$ cat src/rtl/dso_ctrl_regs_pkg.sv
// Shared constants for the DSO control-register front-end: frame headers,
// register addresses, reset values and the frame-parser state encoding.
package dso_ctrl_regs_pkg;

  localparam logic [7:0] DEF_HDR_RX = 8'h55;
  localparam logic [7:0] DEF_HDR_TX = 8'hAA;

  localparam logic [6:0] ADDR_TRIG_LEVEL = 7'h00;
  localparam logic [6:0] ADDR_DECI_RATE  = 7'h01;
  localparam logic [6:0] ADDR_MODE       = 7'h02;
  localparam logic [6:0] ADDR_V_SCALE    = 7'h03;
  localparam logic [6:0] ADDR_TRIG_LINE  = 7'h04;
  localparam logic [6:0] ADDR_FREQ_LO    = 7'h10;
  localparam logic [6:0] ADDR_FREQ_HI    = 7'h11;
  localparam logic [6:0] ADDR_VPP        = 7'h12;
  localparam logic [6:0] ADDR_MAX_MIN    = 7'h13;

  localparam logic [7:0]  RST_TRIG_LEVEL = 8'd127;
  localparam logic [9:0]  RST_DECI_RATE  = 10'd1;
  // {fir_en, fft_en, trig_edge, wave_run}
  localparam logic [3:0]  RST_MODE       = 4'b0011;
  localparam logic [4:0]  RST_V_SCALE    = 5'h12;
  localparam logic [11:0] RST_TRIG_LINE  = 12'd0;

  typedef enum logic [2:0] {
    ST_IDLE = 3'd0,
    ST_CMD  = 3'd1,
    ST_DHI  = 3'd2,
    ST_DLO  = 3'd3,
    ST_CHK  = 3'd4,
    ST_RESP = 3'd5
  } parse_state_t;

  function automatic logic [7:0] frame_chk(input logic [7:0] a, input logic [7:0] b,
                                           input logic [7:0] c);
    return a ^ b ^ c;
  endfunction

endpackage

$ cat src/rtl/dso_ctrl_regs_resp_ser.sv
// Five-byte response serializer: HDR, CMD, VHI, VLO, CHK over a valid/ready port,
// with a done pulse on acceptance of the last byte.
module dso_resp_ser
  import dso_ctrl_regs_pkg::*;
#(
  parameter logic [7:0] HDR_TX = DEF_HDR_TX
) (
  input  logic        clk,
  input  logic        rst_n,
  input  logic        load,
  input  logic        abort,
  input  logic [7:0]  cmd,
  input  logic [15:0] value,
  input  logic        tx_ready,
  output logic        tx_valid,
  output logic [7:0]  tx_data,
  output logic        done
);

  logic       valid_r;
  logic [7:0] data_r;
  logic [2:0] idx_r;
  logic [7:0] cmd_r;
  logic [7:0] vhi_r;
  logic [7:0] vlo_r;
  logic [7:0] next_byte_s;
  logic       last_s;

  assign last_s   = (idx_r == 3'd4);
  assign done     = valid_r && tx_ready && last_s;
  assign tx_valid = valid_r;
  assign tx_data  = data_r;

  // Byte that follows the one currently presented.
  always_comb begin
    next_byte_s = 8'h00;
    case (idx_r)
      3'd0:    next_byte_s = cmd_r;
      3'd1:    next_byte_s = vhi_r;
      3'd2:    next_byte_s = vlo_r;
      3'd3:    next_byte_s = frame_chk(cmd_r, vhi_r, vlo_r);
      default: next_byte_s = 8'h00;
    endcase
  end

  // Load, advance on handshake, abort.
  always_ff @(posedge clk) begin
    if (!rst_n) begin
      valid_r <= 1'b0;
      data_r  <= 8'h00;
      idx_r   <= 3'd0;
      cmd_r   <= 8'h00;
      vhi_r   <= 8'h00;
      vlo_r   <= 8'h00;
    end else if (abort) begin
      valid_r <= 1'b0;
      idx_r   <= 3'd0;
    end else if (load) begin
      valid_r <= 1'b1;
      data_r  <= HDR_TX;
      idx_r   <= 3'd0;
      cmd_r   <= cmd;
      vhi_r   <= value[15:8];
      vlo_r   <= value[7:0];
    end else if (valid_r && tx_ready) begin
      if (last_s) begin
        valid_r <= 1'b0;
        idx_r   <= 3'd0;
      end else begin
        idx_r  <= idx_r + 3'd1;
        data_r <= next_byte_s;
      end
    end
  end

endmodule

$ cat src/rtl/dso_ctrl_regs.sv
// DSO command front-end: parses 5-byte frames from the UART byte stream, owns the
// scope control registers and answers read frames through dso_resp_ser.
module dso_ctrl_regs
  import dso_ctrl_regs_pkg::*;
#(
  parameter logic [31:0] TIMEOUT_CYC = 32'd5_000_000,
  parameter logic [7:0]  HDR_RX      = DEF_HDR_RX,
  parameter logic [7:0]  HDR_TX      = DEF_HDR_TX
) (
  input  logic        sys_clk,
  input  logic        sys_rst_n,
  input  logic        rx_valid,
  input  logic [7:0]  rx_data,
  output logic        tx_valid,
  output logic [7:0]  tx_data,
  input  logic        tx_ready,
  input  logic [19:0] ad_freq,
  input  logic [7:0]  ad_vpp,
  input  logic [7:0]  ad_max,
  input  logic [7:0]  ad_min,
  output logic [7:0]  trig_level,
  output logic [9:0]  deci_rate,
  output logic        wave_run,
  output logic        trig_edge,
  output logic        fft_en,
  output logic        fir_en,
  output logic [4:0]  v_scale,
  output logic [11:0] trig_line,
  output logic [7:0]  err_cnt
);

  parse_state_t state_r;
  parse_state_t state_nx_s;

  logic [7:0]  cmd_r;
  logic [7:0]  dhi_r;
  logic [7:0]  dlo_r;
  logic [31:0] tmo_cnt_r;
  logic [7:0]  err_cnt_r;
  logic [7:0]  trig_level_r;
  logic [9:0]  deci_rate_r;
  logic [3:0]  mode_r;
  logic [4:0]  v_scale_r;
  logic [11:0] trig_line_r;

  logic [6:0]  addr_s;
  logic [15:0] rd_val_s;
  logic [9:0]  deci_wr_s;
  logic        readable_s;
  logic        writable_s;
  logic        chk_ok_s;
  logic        in_frame_s;
  logic        tmo_hit_s;
  logic        wr_en_s;
  logic        rd_en_s;
  logic        err_inc_s;
  logic        ser_abort_s;
  logic        ser_done_s;

  assign addr_s     = cmd_r[6:0];
  assign chk_ok_s   = (frame_chk(cmd_r, dhi_r, dlo_r) == rx_data);
  assign writable_s = (addr_s <= ADDR_TRIG_LINE);
  assign in_frame_s = (state_r == ST_CMD) || (state_r == ST_DHI) ||
                      (state_r == ST_DLO) || (state_r == ST_CHK);
  assign tmo_hit_s  = in_frame_s && (tmo_cnt_r == (TIMEOUT_CYC - 32'd1));
  assign deci_wr_s  = {dhi_r[1:0], dlo_r};

  // Readback mux for every readable address.
  always_comb begin
    rd_val_s   = 16'h0000;
    readable_s = 1'b1;
    case (addr_s)
      ADDR_TRIG_LEVEL: rd_val_s = {8'h00, trig_level_r};
      ADDR_DECI_RATE:  rd_val_s = {6'd0, deci_rate_r};
      ADDR_MODE:       rd_val_s = {12'd0, mode_r};
      ADDR_V_SCALE:    rd_val_s = {11'd0, v_scale_r};
      ADDR_TRIG_LINE:  rd_val_s = {4'd0, trig_line_r};
      ADDR_FREQ_LO:    rd_val_s = ad_freq[15:0];
      ADDR_FREQ_HI:    rd_val_s = {12'd0, ad_freq[19:16]};
      ADDR_VPP:        rd_val_s = {8'h00, ad_vpp};
      ADDR_MAX_MIN:    rd_val_s = {ad_max, ad_min};
      default:         readable_s = 1'b0;
    endcase
  end

  // Parser state register.
  always_ff @(posedge sys_clk) begin
    if (!sys_rst_n) begin
      state_r <= ST_IDLE;
    end else begin
      state_r <= state_nx_s;
    end
  end

  // Parser next state and frame verdict; a byte arriving on the timeout cycle wins.
  always_comb begin
    state_nx_s  = state_r;
    wr_en_s     = 1'b0;
    rd_en_s     = 1'b0;
    err_inc_s   = 1'b0;
    ser_abort_s = 1'b0;
    case (state_r)
      ST_IDLE: begin
        if (rx_valid && (rx_data == HDR_RX)) begin
          state_nx_s = ST_CMD;
        end else begin
          state_nx_s = ST_IDLE;
        end
      end
      ST_CMD, ST_DHI, ST_DLO: begin
        if (rx_valid) begin
          state_nx_s = (state_r == ST_CMD) ? ST_DHI :
                       (state_r == ST_DHI) ? ST_DLO : ST_CHK;
        end else if (tmo_hit_s) begin
          state_nx_s = ST_IDLE;
          err_inc_s  = 1'b1;
        end else begin
          state_nx_s = state_r;
        end
      end
      ST_CHK: begin
        if (rx_valid) begin
          state_nx_s = ST_IDLE;
          if (!chk_ok_s) begin
            err_inc_s = 1'b1;
          end else if (cmd_r[7]) begin
            if (readable_s) begin
              rd_en_s    = 1'b1;
              state_nx_s = ST_RESP;
            end else begin
              err_inc_s = 1'b1;
            end
          end else if (writable_s) begin
            wr_en_s = 1'b1;
          end else begin
            err_inc_s = 1'b1;
          end
        end else if (tmo_hit_s) begin
          state_nx_s = ST_IDLE;
          err_inc_s  = 1'b1;
        end else begin
          state_nx_s = ST_CHK;
        end
      end
      ST_RESP: begin
        if (rx_valid) begin
          state_nx_s  = ST_IDLE;
          err_inc_s   = 1'b1;
          ser_abort_s = 1'b1;
        end else if (ser_done_s) begin
          state_nx_s = ST_IDLE;
        end else begin
          state_nx_s = ST_RESP;
        end
      end
      default: begin
        state_nx_s = ST_IDLE;
      end
    endcase
  end

  // Frame byte capture.
  always_ff @(posedge sys_clk) begin
    if (!sys_rst_n) begin
      cmd_r <= 8'h00;
      dhi_r <= 8'h00;
      dlo_r <= 8'h00;
    end else if (rx_valid) begin
      case (state_r)
        ST_CMD:  cmd_r <= rx_data;
        ST_DHI:  dhi_r <= rx_data;
        ST_DLO:  dlo_r <= rx_data;
        default: cmd_r <= cmd_r;
      endcase
    end
  end

  // Inter-byte idle counter, only live while a frame is open.
  always_ff @(posedge sys_clk) begin
    if (!sys_rst_n) begin
      tmo_cnt_r <= 32'd0;
    end else if (in_frame_s && !rx_valid && !tmo_hit_s) begin
      tmo_cnt_r <= tmo_cnt_r + 32'd1;
    end else begin
      tmo_cnt_r <= 32'd0;
    end
  end

  // Control register file.
  always_ff @(posedge sys_clk) begin
    if (!sys_rst_n) begin
      trig_level_r <= RST_TRIG_LEVEL;
      deci_rate_r  <= RST_DECI_RATE;
      mode_r       <= RST_MODE;
      v_scale_r    <= RST_V_SCALE;
      trig_line_r  <= RST_TRIG_LINE;
    end else if (wr_en_s) begin
      case (addr_s)
        ADDR_TRIG_LEVEL: trig_level_r <= dlo_r;
        ADDR_DECI_RATE:  deci_rate_r  <= (deci_wr_s == 10'd0) ? 10'd1 : deci_wr_s;
        ADDR_MODE:       mode_r       <= dlo_r[3:0];
        ADDR_V_SCALE:    v_scale_r    <= dlo_r[4:0];
        ADDR_TRIG_LINE:  trig_line_r  <= {dhi_r[3:0], dlo_r};
        default:         trig_level_r <= trig_level_r;
      endcase
    end
  end

  // Saturating reject counter.
  always_ff @(posedge sys_clk) begin
    if (!sys_rst_n) begin
      err_cnt_r <= 8'h00;
    end else if (err_inc_s && (err_cnt_r != 8'hFF)) begin
      err_cnt_r <= err_cnt_r + 8'd1;
    end
  end

  dso_resp_ser #(.HDR_TX(HDR_TX)) u_resp_ser (
    .clk      (sys_clk),
    .rst_n    (sys_rst_n),
    .load     (rd_en_s),
    .abort    (ser_abort_s),
    .cmd      (cmd_r),
    .value    (rd_val_s),
    .tx_ready (tx_ready),
    .tx_valid (tx_valid),
    .tx_data  (tx_data),
    .done     (ser_done_s)
  );

  assign trig_level = trig_level_r;
  assign deci_rate  = deci_rate_r;
  assign wave_run   = mode_r[0];
  assign trig_edge  = mode_r[1];
  assign fft_en     = mode_r[2];
  assign fir_en     = mode_r[3];
  assign v_scale    = v_scale_r;
  assign trig_line  = trig_line_r;
  assign err_cnt    = err_cnt_r;

endmodule

$ cat config.mk
export PLATFORM = sky130hd
export DESIGN_NAME = dso_ctrl_regs
export DESIGN_NICKNAME = d
export VERILOG_FILES = /design/src/rtl/dso_ctrl_regs_pkg.sv /design/src/rtl/dso_ctrl_regs_resp_ser.sv /design/src/rtl/dso_ctrl_regs.sv
export SDC_FILE = /design/constraint.sdc
export NUM_CORES = 1
export LEC_CHECK = 0
export CAP_MARGIN = 20
export CORE_ASPECT_RATIO = 1.1
export CORE_MARGIN = 2
export CORE_UTILIZATION = 50
export CTS_BUF_LIST = sky130_fd_sc_hd__clkbuf_4
export CTS_CLUSTER_DIAMETER = 40
export DETAILED_ROUTE_END_ITERATION = 12
export HOLD_SLACK_MARGIN = 0.12
export PLACE_DENSITY = 0.77
export SETUP_SLACK_MARGIN = 0.15
export SYNTH_ARGS = -nofsm -noshare
export SYNTH_HDL_FRONTEND = slang
export SYNTH_SLANG_ARGS = --single-unit
$ cat constraint.sdc
create_clock -name sys_clk -period 2.2 [get_ports sys_clk]
set_clock_uncertainty 0.2 [all_clocks]
set_input_delay 0.33 -clock sys_clk [delete_from_list [all_inputs] [get_ports sys_clk]]
set_output_delay 0.33 -clock sys_clk [all_outputs]
set_load 0.01 [all_outputs]
## Word-level counts from Yosys, hierarchy flattened

Cells that the tools add are included.

- Add/sub/neg operators: 3
- Multipliers: 0
- Div/mod/pow operators: 0
- Magnitude comparators: 1
- Equal/unequal tests: 23
- Shift operators: 0
- Muxes and demuxes: 44
- Bitwise operators: 6
- Reductions and logical operators: 34

Operator list:

| kind | number |
|---|---|
| $pmux W16 S9 | 1 |
| $mux W3 | 12 |
| $add A32 B1 Y32 const B | 1 |
| $eq A32 B23 Y1 const B | 1 |
| $pmux W8 S4 | 1 |
| $xor A8 B8 Y8 | 4 |
| $eq A7 B5 Y1 const B | 4 |
| $mux W1 | 24 |
| $mux W8 | 3 |
| $reduce_and A2 Y1 | 11 |
| $eq A7 B2 Y1 const B | 2 |
| $eq A3 B2 Y1 const B | 4 |
| $pmux W3 S4 | 1 |
| $logic_not A10 Y1 | 1 |
| $mux W10 | 1 |
| $eq A3 B3 Y1 const B | 3 |
| $reduce_or A9 Y1 | 1 |
| $add A8 B1 Y8 const B | 1 |
| $eq A8 B7 Y1 const B | 1 |
| $eq A8 B8 Y1 | 1 |
| $ne A8 B8 Y1 const B | 1 |
| $eq A7 B1 Y1 const B | 1 |
| $eq A7 B3 Y1 const B | 1 |
| $le A7 B3 Y1 const B | 1 |
| 15 further kinds | 29 |

- Register bits: 142
- Latch bits: 0
- Bits in writable memories: 0
- ROM bits: 0
- Input port bits: 56
- Output and inout port bits: 56
- Logic and storage cells: 128
- Memories: 0

## Logic depth before layout (Yosys ltp)

Gate-level depths: netlist (run 1).

- Word-level depth: 10
- Mapped depth: 10
- Depth with buffers taken out: 8

## By module

Synthesis (run 1) repeated with hierarchy kept, for this count alone.

- Cell total of the unflattened synthesis: 798
- Area, all modules: 6972.9 um^2

By module, submodules not included:

| module | instances | cells each | area each (um^2) | seq. area each (um^2) |
|---|---|---|---|---|
| dso_ctrl_regs | 1 | 591 | 5158.7 | 2122.0 |
| dso_resp_ser | 1 | 207 | 1814.2 | 720.7 |

## Worst setup path before layout (run 1)

No wires, ideal clock.

- Path type: reg2reg
- Start: register tmo_cnt_r[0]
- End: register tmo_cnt_r[26]
- Library setup time: 0.128 ns
- Data arrival time: 1.927 ns
- Data required time: 1.872 ns
- Setup slack: -0.055 ns
- Stages on the path, launching flop included: 10
- Buffers on the path: 1
- Clock period less this slack: 2.255 ns
- Cell sequence: dfxtp_1 -> ha_1 -> and3_1 -> nand3_1 -> or2_2 -> clkbuf_1 -> nor2_1 -> nand4_1 -> xor2_1 -> nor2_1

- Word-level cells in the longest chain between the ends: 5
- Elaborated cells on any way between the ends: 6
- Those cells by class: 1 x add/sub; 1 x eq/ne; 4 x reduce/logical

Ends and longest elaborated chain:

| item | RTL line | text |
|---|---|---|
| start: declaration | dso_ctrl_regs.sv:38 | `logic [31:0] tmo_cnt_r;` |
| start signal: assignment | dso_ctrl_regs.sv:183 | `tmo_cnt_r <= tmo_cnt_r + 32'd1;` |
| branches (longest 5 deep; another with $add A32 B1 Y32) | n/a |  |

Several ways; the timed one is not identified.
A chain may end at the register's enable or synchronous reset.

## Final worst setup path (run 1)

- Start: register tmo_cnt_r[13]
- End: register err_cnt_r[4] (netlist: err_cnt[4])

- Word-level cells in the longest chain between the ends: 6
- Elaborated cells on any way between the ends: 7
- Those cells by class: 1 x eq/ne; 4 x mux; 2 x reduce/logical

Ends and longest elaborated chain:

| item | RTL line | text |
|---|---|---|
| $eq A32 B23 Y1 (*) | dso_ctrl_regs.sv:65 | `assign tmo_hit_s = in_frame_s && (tmo_cnt_r == (TIMEOUT_CYC - 32'd1));` |
| $logic_and A1 B1 Y1 (*) | dso_ctrl_regs.sv:65 |  |
| $mux W1 (*) | dso_ctrl_regs.sv:114, dso_ctrl_regs.sv:138 |  |
| $mux W1, on equally long branches | dso_ctrl_regs.sv:122, dso_ctrl_regs.sv:111 |  |
| $pmux W1 S3 (*) | dso_ctrl_regs.sv:102 | `case (state_r)` |
| $logic_and A1 B1 Y1 (*) | dso_ctrl_regs.sv:213 | `end else if (err_inc_s && (err_cnt_r != 8'hFF)) begin` |
| end signal: assignment | dso_ctrl_regs.sv:214 | `err_cnt_r <= err_cnt_r + 8'd1;` |
| end: declaration | dso_ctrl_regs.sv:39 | `logic [7:0] err_cnt_r;` |

Mark *: on every way between the ends. The rest lies on a longest branch, timed or not.

==> results of run 1 <==
[logic make-up after synthesis]
| family | after synthesis | share of synthesized area (%) |
|---|---|---|
| AND/OR/NAND/NOR | 336 | 23.05 |
| flip-flops | 142 | 40.81 |
| AO/OA/AOI/OAI | 132 | 13.54 |
| buffers and inverters | 71 | 4.886 |
| multiplexers | 62 | 8.910 |
| XOR/XNOR | 60 | 7.544 |
| adder cells (fa/ha/maj) | 7 | 1.257 |
[timing repair]
action                                  CTS  global route
endpoints found under the setup margin  165           143
gates resized for setup                 150            83
cloned                                    5             0
endpoints found under the hold margin     4             0
buffers inserted                         13             3
hold buffers                              4             0
pin swaps                                63            29
[registers in the layout (all words and copies together) (netlist names)]
name                 flops
tmo_cnt_r               32
trig_line               12
deci_rate               10
cmd_r                    8
dhi_r                    8
dlo_r                    8
err_cnt                  8
trig_level               8
u_resp_ser.cmd_r         8
u_resp_ser.tx_data       8
u_resp_ser.vhi_r         8
u_resp_ser.vlo_r         8
v_scale                  5
mode_r                   4
state_r                  3
u_resp_ser.idx_r         3
u_resp_ser.tx_valid      1
[layout make-up]
| cell class | instances | area [µm²] | share of cell area (%) |
|---|---|---|---|
| Multi-Input combinational cell | 598 | 4434 | 43.81 |
| Sequential cell | 142 | 2913 | 28.78 |
| Clock buffer | 17 | 127.6 | 1.261 |
| Antenna cell | 1 | 2.502 | 0.02472 |
| Clock inverter | 15 | 138.9 | 1.372 |
| Timing Repair Buffer | 227 | 2198 | 21.72 |
| Tap cell | 188 | 235.2 | 2.324 |
| Inverter | 19 | 71.32 | 0.7047 |
[Yosys cell counts, drive strengths merged (19+ instances only)]
| cell | number | share of area, % |
|---|---|---|
| inv | 19 | 1.0 |
| xnor2 | 37 | 4.7 |
| a21oi | 51 | 4.0 |
| clkbuf | 31 | 1.7 |
| dfxtp | 142 | 41 |
| xor2 | 23 | 2.9 |
| nor2 | 121 | 6.6 |
| nand2 | 99 | 5.3 |
| buf | 21 | 2.1 |
| mux2i | 62 | 8.9 |
| a22oi | 19 | 2.0 |
| nor3 | 19 | 1.5 |
[worst register-to-register path, stage by stage (launching register included)]
cell and delay [ns]:
dfxtp_2 0.37, nor4b_4 0.35, nand3_2 0.14, nor4_4 0.31, o21a_2 0.25, buf_12 0.12, o21ai_4 0.07, or3_1 0.31
a21oi_1 0.12
[worst paths after layout]
check | start | to | slack, ns | depth (start not counted)
setup / recovery | tmo_cnt_r[13] | err_cnt[4] | -0.12 | 8
hold / removal | ad_max[1] | u_resp_ser.vhi_r[1] | 0.18 | 3
hold reg to reg | u_resp_ser.cmd_r[1] | u_resp_ser.cmd_r[1] | 0.27 | 2
setup reg to reg | tmo_cnt_r[13] | err_cnt[4] | -0.12 | 8
[routing by layer]
| layer | share of wire [%] | global-route usage [%] | up-vias |
|---|---|---|---|
| li1 | - | - | 3230 |
| met1 | 42 | 34.74 | 3280 |
| met2 | 49 | 45.11 | 267 |
| met3 | 5.5 | 5.721 | 58 |
| met4 | 3.4 | 11.00 | 0 |
| met5 | 0 | 0 | - |
[through the flow]
stage | std cells | setup TNS (ns) | instance area (µm²) | utilization, % | hold WS [ns]
floorplan | 810 | 0 | 7082 | - | 0.2258
global placement | 1149 | -38.11 | 8896 | 65.02 | 0.2465
detailed placement | 1149 | -42.72 | 8896 | 65.02 | 0.2539
CTS | 1203 | -0.1653 | 9799 | 71.62 | 0.1493
global route | 1207 | -5.465 | 10120 | 73.97 | 0.1559
finish | 1207 | -0.8988 | 10120 | 73.97 | 0.1794
[power breakdown]
part           internal [mW]  switching (mW)  leakage [nW]
Clock                  0.506            1.11         0.148
Sequential              2.57        0.000198          1.17
Combinational          0.136           0.103          2.82
Total                   3.21            1.21          4.13
==> impl_metrics.tcl, run 1 <==
set metrics [dict create \
    worst_setup_path_end_kind "flop" \
    crit_buf_inv 1 \
    cp_cell_sequence "nor4b_4 -> nand3_2 -> nor4_4 -> o21a_2 -> buf_12 -> o21ai_4 -> or3_1 -> a21oi_1" \
    hold_violations 0 \
    synth_edf_count 0 \
    grt_pass1_vias 6382 \
    max_freq_mhz 431.9 \
    slew-limit-headroom_pct 63.28 \
    drt_iter0_markers 493 \
    final_layout_size_suffix_gt1_share_pct 29.86 \
    syn_area_per_cell_um2 8.599 \
    clock_tree.root_cell "clkbuf_4" \
    synthToLayoutAreaGrowth_pct 45.30 \
    ant_nets 0 \
    fin_ws_ns -0.1153 \
    dpl.hpwl_um 13630 \
    final_cell_mix "95 x nand2_1, 95 x buf_4, 91 x nor2_1, 90 x dfxtp_1, 61 x mux2i_1" \
    ys_types 61 \
    grtUsageTotal_pct 27.31 \
    ys_seq_area_share_pct 40.81 \
    ys.flop_type "dfxtp_1" \
    async_flop_share_pct 0 \
    powerDensity_nw_per_um2 437.0 \
    period_needed_ns 2.315 \
    worstSetupStartpointType "flop" \
    die-area_um2 14890 \
    cts.sinks 142 \
    slew_violations 0 \
    maxCapViolations 0 \
    ir_worst_vdd_uv 411.8 \
    grt.overflow.total 0 \
    path_max_fanout 5 \
    drt-wirelength-per-cell_um 17.77 \
    final.period_utilization_pct 105.2 \
    cp_data_required_time_ns 2.49 \
    drc 0 \
    dr_total_vias 6835 \
    place_congestion 0.8968 \
    violations "setup timing" \
    core.rowCount 45 \
    worstMarginPinSlew_ns 0.5457 \
    wl_um 21450 \
    nFillCells 902 \
    layout.nets 1068 \
    p_total_mw 4.423 \
    core-area_um2 13680 \
    drtPass1Iterations 6 \
    slowest_delay_ns 0.37 \
    syn_area_um2 6965 \
    path_delay_family "simple AND/OR/NAND/NOR gates" \
    cp_slowest_cell "dfxtp_2" \
    clock_path_buffers 2 \
    clock_latency_ns 0.57 \
    path_class "reg2reg" \
    die_y_um 127.8 \
    htree_levels 4 \
    p_leak_nw 4.132 \
    postSynthCellCount 810 \
    syn_nets 873 \
    grt_max_degree 81 \
    finalSetupViolCount 35 \
    pre_cts_slack_ns -0.6320 \
    antenna_found_initial 1 \
    grt_first_pass_wirelength_um 31790 \
    cts_made_buffers 17 \
    cts_tree "built" \
    pin_count 112 \
    io_buffer_count 111 \
    via_per_inst 5.663 \
    die_x_um 116.5 \
    yosysWarnings 0 \
    rsz0062_at_grt "true" \
    synth.ff_latch_count 142 \
    hold_path.class "in2reg" \
    start_util_pct 50.91 \
    status "complete, but fails checks" \
    path_clk_slew_ns 0.15 \
    crit_arrival_ns 2.61 \
]
No activity file was read; power rests on OpenSTA's default activity.
==> inputs of run 2 (changes only) <==
- CORE_UTILIZATION: 50 -> 30
- PLACE_DENSITY: 0.77 -> 0.51
==> run 2 against run 1 <==
The run still ends with setup timing left. Largest cell class unchanged. Combinational power up 3%. Cell count increased by 11%. Critical path type is now in2reg. Critical path depth is 1 higher. First-iteration DRC count decreased by 42%.
==> impl_metrics.tcl, run 2 (synthesis gave the netlist of run 1 again) <==
set metrics [dict create \
    nFillCells 2236 \
    cp_cell_sequence "clkdlybuf4s50_1 -> xnor2_4 -> xnor2_2 -> nor4_4 -> nand4_2 -> or2_4 -> buf_12 -> a221oi_4 -> nor3_1" \
    grtUsageTotal_pct 17.70 \
    cts.sinks 142 \
    slowest_delay_ns 0.57 \
    pin_count 112 \
    path_class "in2reg" \
    drc 0 \
    core-area_um2 22860 \
    htree_levels 4 \
    cp_slowest_cell "clkdlybuf4s50_1" \
    drtPass1Iterations 6 \
    cts_made_buffers 17 \
    violations "setup timing" \
    powerDensity_nw_per_um2 433.3 \
    grt_max_degree 81 \
    hold_path.class "in2reg" \
    fin_ws_ns -0.1826 \
    maxCapViolations 0 \
    status "complete, but fails checks" \
    final_layout_size_suffix_gt1_share_pct 35.25 \
    period_needed_ns 2.383 \
    die_x_um 149.3 \
    final.period_utilization_pct 108.3 \
    via_per_inst 4.859 \
    io_buffer_count 111 \
    max_freq_mhz 419.7 \
    grt_first_pass_wirelength_um 33580 \
    worstMarginPinSlew_ns 0.6122 \
    rsz0062_at_grt "true" \
    drt-wirelength-per-cell_um 16.70 \
    dpl.hpwl_um 15030 \
    clock_tree.root_cell "clkbuf_4" \
    ant_nets 0 \
    path_clk_slew_ns 0.16 \
    grt.overflow.total 0 \
    crit_arrival_ns 2.65 \
    clock_path_buffers 2 \
    holdWs_ns 0.1766 \
    drt_iter0_markers 284 \
    worstSetupStartpointType "input port" \
    largest_reg_flops 32 \
    start_util_pct 30.47 \
    dr_total_vias 6535 \
    grt_pass1_vias 6140 \
    hold_violations 0 \
    regMostFlops "tmo_cnt_r" \
    layout_commonest_cell "buf_4" \
    p_leak_nw 4.134 \
    finalSetupViolCount 79 \
    place_congestion 0.8157 \
    tns_ns -6.238 \
    antenna_found_initial 1 \
    worst_setup_path_end_kind "flop" \
    wl_um 22460 \
    cts_tree "built" \
    clock_latency_ns 0.60 \
    final_cell_mix "118 x buf_4, 93 x nand2_1, 74 x nor2_1, 74 x dfxtp_1, 62 x mux2i_1" \
    layout.nets 1094 \
    die-area_um2 24450 \
    core.rowCount 58 \
    slew_violations 0 \
    die_y_um 163.8 \
    slew-limit-headroom_pct 59.10 \
    ir_worst_vdd_uv 275.1 \
    synthToLayoutAreaGrowth_pct 52.86 \
    cp_data_required_time_ns 2.47 \
    path_max_fanout 7 \
]
==> run 2: cell types whose count changed in the layout (fill, tap and decap cells not counted), sizes merged <==
cell           before  now
buf               112  134
clkbuf             17   20
inv                30   27
dlymetal6s2s       23    7
dlygate4sd2        29   49
nand2b              5    6
clkinvlp            1    0
clkdlybuf4s50      59   55
clkinv              3    7
==> run 2: power by group <==
part / total, mW / switching [mW] / internal [mW]
Clock: 1.81 / 1.26 / 0.547
Sequential: 2.56 / 0.000196 / 2.56
Combinational: 0.246 / 0.108 / 0.138
==> run 2: critical path: cells and delay by family <==
family,cells,cell delay [ns]
simple gates,4,0.99
buf+inv,2,0.73
xor+xnor,2,0.41
compound gates,1,0.18
==> run 2: final timing paths <==
path                            startpoint             endpoint  slack (ns)  depth (start not counted)
worst max-delay path            rx_data[0]  u_resp_ser.vhi_r[4]       -0.18                          9
worst min-delay path             ad_max[0]  u_resp_ser.vhi_r[0]        0.18                          3
worst min register to register    cmd_r[3]             cmd_r[3]        0.28                          2
worst max register to register    dlo_r[0]  u_resp_ser.vhi_r[4]       -0.17                          8
==> run 2: area by class of cell <==
class                      instances  area (µm²)  share of cell area, %
antenna                            1       2.502                0.02350
multi-input combinational        599        4604                  43.24
timing repair buffer             252        2325                  21.83
clock inverter                    15       183.9                  1.727
tap                              300       375.4                  3.525
sequential                       142        2958                  27.78
clock buffer                      17       127.6                  1.199
inverter                          19       71.32                 0.6698
==> run 2: layer usage <==
layer | track usage (%) | routed length [µm] | up-vias
met1 | 24.23 | 10350 | 3108
met3 | 3.056 | 898 | 16
met4 | 5.195 | 261 | 0
li1 | - | - | 3275
met5 | 0 | 0 | -
met2 | 28.59 | 10950 | 136
==> run 2: stage by stage <==
step                      worst slack (ns)  power [mW]  utilization [%]  cell area [µm²]  std cells
after floorplan                    0.08024       2.697                -             7082        810
after global placement             -0.5731       2.855            39.92             9126       1273
after detailed placement           -0.5874       2.855            39.92             9126       1273
after CTS                         -0.03995       4.677            43.84            10020       1334
after global routing               -0.2408       4.807            46.58            10650       1345
final                              -0.1826       4.613            46.58            10650       1345
==> run 2: timing repair <==
| item | in CTS | in global routing |
|---|---|---|
| gates resized for setup | 179 | 121 |
| setup endpoints to repair | 171 | 113 |
| setup buffers | 22 | 6 |
| hold endpoints to repair | 4 | 0 |
| hold buffers | 4 | 0 |
| pin swaps | 20 | 48 |
| cloned | 3 | 4 |
==> inputs of run 3 (changes only) <==
- GPL_TIMING_DRIVEN: unset -> 0
==> run 3 against run 2 <==
The flow still finishes with violations (setup timing). Hold slack worse by 0.020 ns. Largest cell class unchanged. Via count hardly changed. Global-route usage is 0.82 points higher.
==> impl_metrics.tcl, run 3 (synthesis gave the netlist of run 1 again) <==
set metrics [dict create \
    status "complete, but fails checks" \
    violations "setup timing" \
    clock_latency_ns 0.59 \
    path_clk_slew_ns 0.16 \
    path_max_fanout 5 \
    core.rowCount 58 \
    worstSetupStartpointType "input port" \
    core-area_um2 22860 \
    die_x_um 149.3 \
    slew_violations 0 \
    ant_nets 0 \
    finalInstanceArea_um2 10460 \
    clock_path_buffers 2 \
    dr_total_vias 6532 \
    pre_cts_slack_ns -0.8766 \
    grt_pass1_vias 6201 \
    drc 0 \
    path_class "in2reg" \
    cp_data_required_time_ns 2.47 \
    maxCapViolations 0 \
    reg2regPathDepth 8 \
    drtPass1Iterations 7 \
    grt_first_pass_wirelength_um 34940 \
    die-area_um2 24450 \
    final_layout_size_suffix_gt1_share_pct 31.23 \
    powerDensity_nw_per_um2 452.1 \
    pin_count 112 \
    dpl.hpwl_um 15620 \
    r2r_slack_ns -0.15 \
    die_y_um 163.8 \
    r2r-start "cmd_r[0]" \
    final.period_utilization_pct 108.1 \
    worstMarginPinSlew_ns 0.8766 \
    io_buffer_count 110 \
    start_util_pct 30.47 \
    antenna_found_initial 1 \
    fin_ws_ns -0.1784 \
    cts.sinks 142 \
    worst_setup_path_end_kind "flop" \
    grt.overflow.total 0 \
    grtUsageTotal_pct 18.52 \
    htree_levels 4 \
    dpl_cell_area_um2 8558 \
    worstSetupEndpoint "u_resp_ser.vlo_r[4]" \
    via_per_inst 4.960 \
    crit_arrival_ns 2.65 \
    wl_um 22970 \
    grt_max_degree 17 \
    period_needed_ns 2.378 \
    r2r-end "v_scale[1]" \
    layout_commonest_cell "nand2_1" \
    rsz0062_at_grt "true" \
    finalSetupViolCount 81 \
    drt_iter0_markers 347 \
    final_cell_mix "92 x nand2_1, 79 x dfxtp_1, 77 x nor2_1, 62 x mux2i_1" \
    hold_path.class "in2reg" \
    regMostFlops "tmo_cnt_r" \
    p_leak_nw 3.935 \
    largest_reg_flops 32 \
    place_congestion 0.8691 \
    synthToLayoutAreaGrowth_pct 50.17 \
    ir_worst_vdd_uv 286.8 \
    cts_made_buffers 17 \
    layout.nets 1065 \
    slew-limit-headroom_pct 41.56 \
    cp-startpoint "rx_data[1]" \
    clock_tree.root_cell "clkbuf_4" \
    cts_tree "built" \
    hold_violations 0 \
    nFillCells 2242 \
    max_freq_mhz 420.4 \
    drt-wirelength-per-cell_um 17.44 \
]
==> run 3: cell count changes in the layout (fill, tap and decap cells not counted), moves of 4 or more <==
| cell | change |
|---|---|
| dlygate4sd3_1 | +6 |
| clkinv_8 | -4 |
| buf_4 | -76 |
| dfxtp_1 | +5 |
| nor3_1 | -4 |
| clkbuf_1 | +13 |
| buf_6 | +11 |
| clkbuf_2 | +7 |
| buf_8 | +6 |
| nor2_4 | -6 |
==> run 3: per-layer routing <==
| metal | GRT usage [%] | vias up | wire length (µm) | part of all wire [%] |
|---|---|---|---|---|
| met2 | 30.52 | 132 | 11070 | 48 |
| met4 | 4.762 | 0 | 312 | 1.4 |
| met3 | 3.167 | 24 | 783 | 3.4 |
| li1 | - | 3221 | - | - |
| met1 | 25.15 | 3155 | 10800 | 47 |
| met5 | 0 | - | 0 | 0 |
==> run 3: worst max-delay path, cell delays in order <==
cell             delay [ns]
clkdlybuf4s50_1        0.61
xor2_4                 0.27
xnor2_2                0.17
nor4_4                 0.33
nand4_2                0.19
buf_6                  0.17
nor2_4                 0.20
buf_6                  0.16
and3_4                 0.18
nor3_2                 0.03
==> run 3: power by group <==
part	internal, mW	switching [mW]	leakage, nW
clock	0.742	1.19	0.176
combinational	0.127	0.114	2.59
sequential	2.56	0.000177	1.17
total	3.43	1.30	3.93
==> run 3: worst min path at each step <==
| stage | slack [ns] | to | from | depth (start not counted) |
|---|---|---|---|---|
| global route | 0.15 | u_resp_ser.idx_r[0] | sys_rst_n | 3 |
| global placement | 0.24 | tmo_cnt_r[0] | tmo_cnt_r[0] | 1 |
| CTS | 0.05 | u_resp_ser.idx_r[0] | sys_rst_n | 3 |
| floorplan | 0.23 | tmo_cnt_r[0] | tmo_cnt_r[0] | 1 |
| finish | 0.16 | u_resp_ser.idx_r[0] | sys_rst_n | 3 |
| detailed placement | 0.25 | tmo_cnt_r[0] | tmo_cnt_r[0] | 1 |
==> run 3: final cells by class <==
class	instances	area (µm²)	share of cell area [%]
timing repair buffer	172	1644	15.72
buffer	52	500.5	4.785
inverter	19	71.32	0.6818
antenna	2	5.005	0.04785
clock buffer	17	127.6	1.220
tap	300	375.4	3.589
multi-input combinational	598	4599	43.97
clock inverter	15	192.7	1.842
sequential	142	2944	28.15
==> run 3: through the flow <==
step | setup TNS [ns] | util [%] | std cells | total power [mW] | hold slack [ns]
after floorplan | 0 | - | 810 | 2.697 | 0.2258
final | -9.053 | 45.76 | 1317 | 4.729 | 0.1571
after global routing | -17.73 | 45.75 | 1316 | 4.904 | 0.1516
after detailed placement | -83.83 | 37.44 | 1220 | 2.840 | 0.2471
after global placement | -84.79 | 37.44 | 1220 | 2.840 | 0.2417
after CTS | -5.713 | 43.14 | 1299 | 4.780 | 0.05103
==> run 3: what timing repair did <==
item,CTS,global route
gates cloned,7,1
pin swaps,45,39
hold endpoints to repair,13,0
endpoints found under the setup margin,181,132
hold buffers,10,0
resized for setup,236,127
buffers inserted,30,15
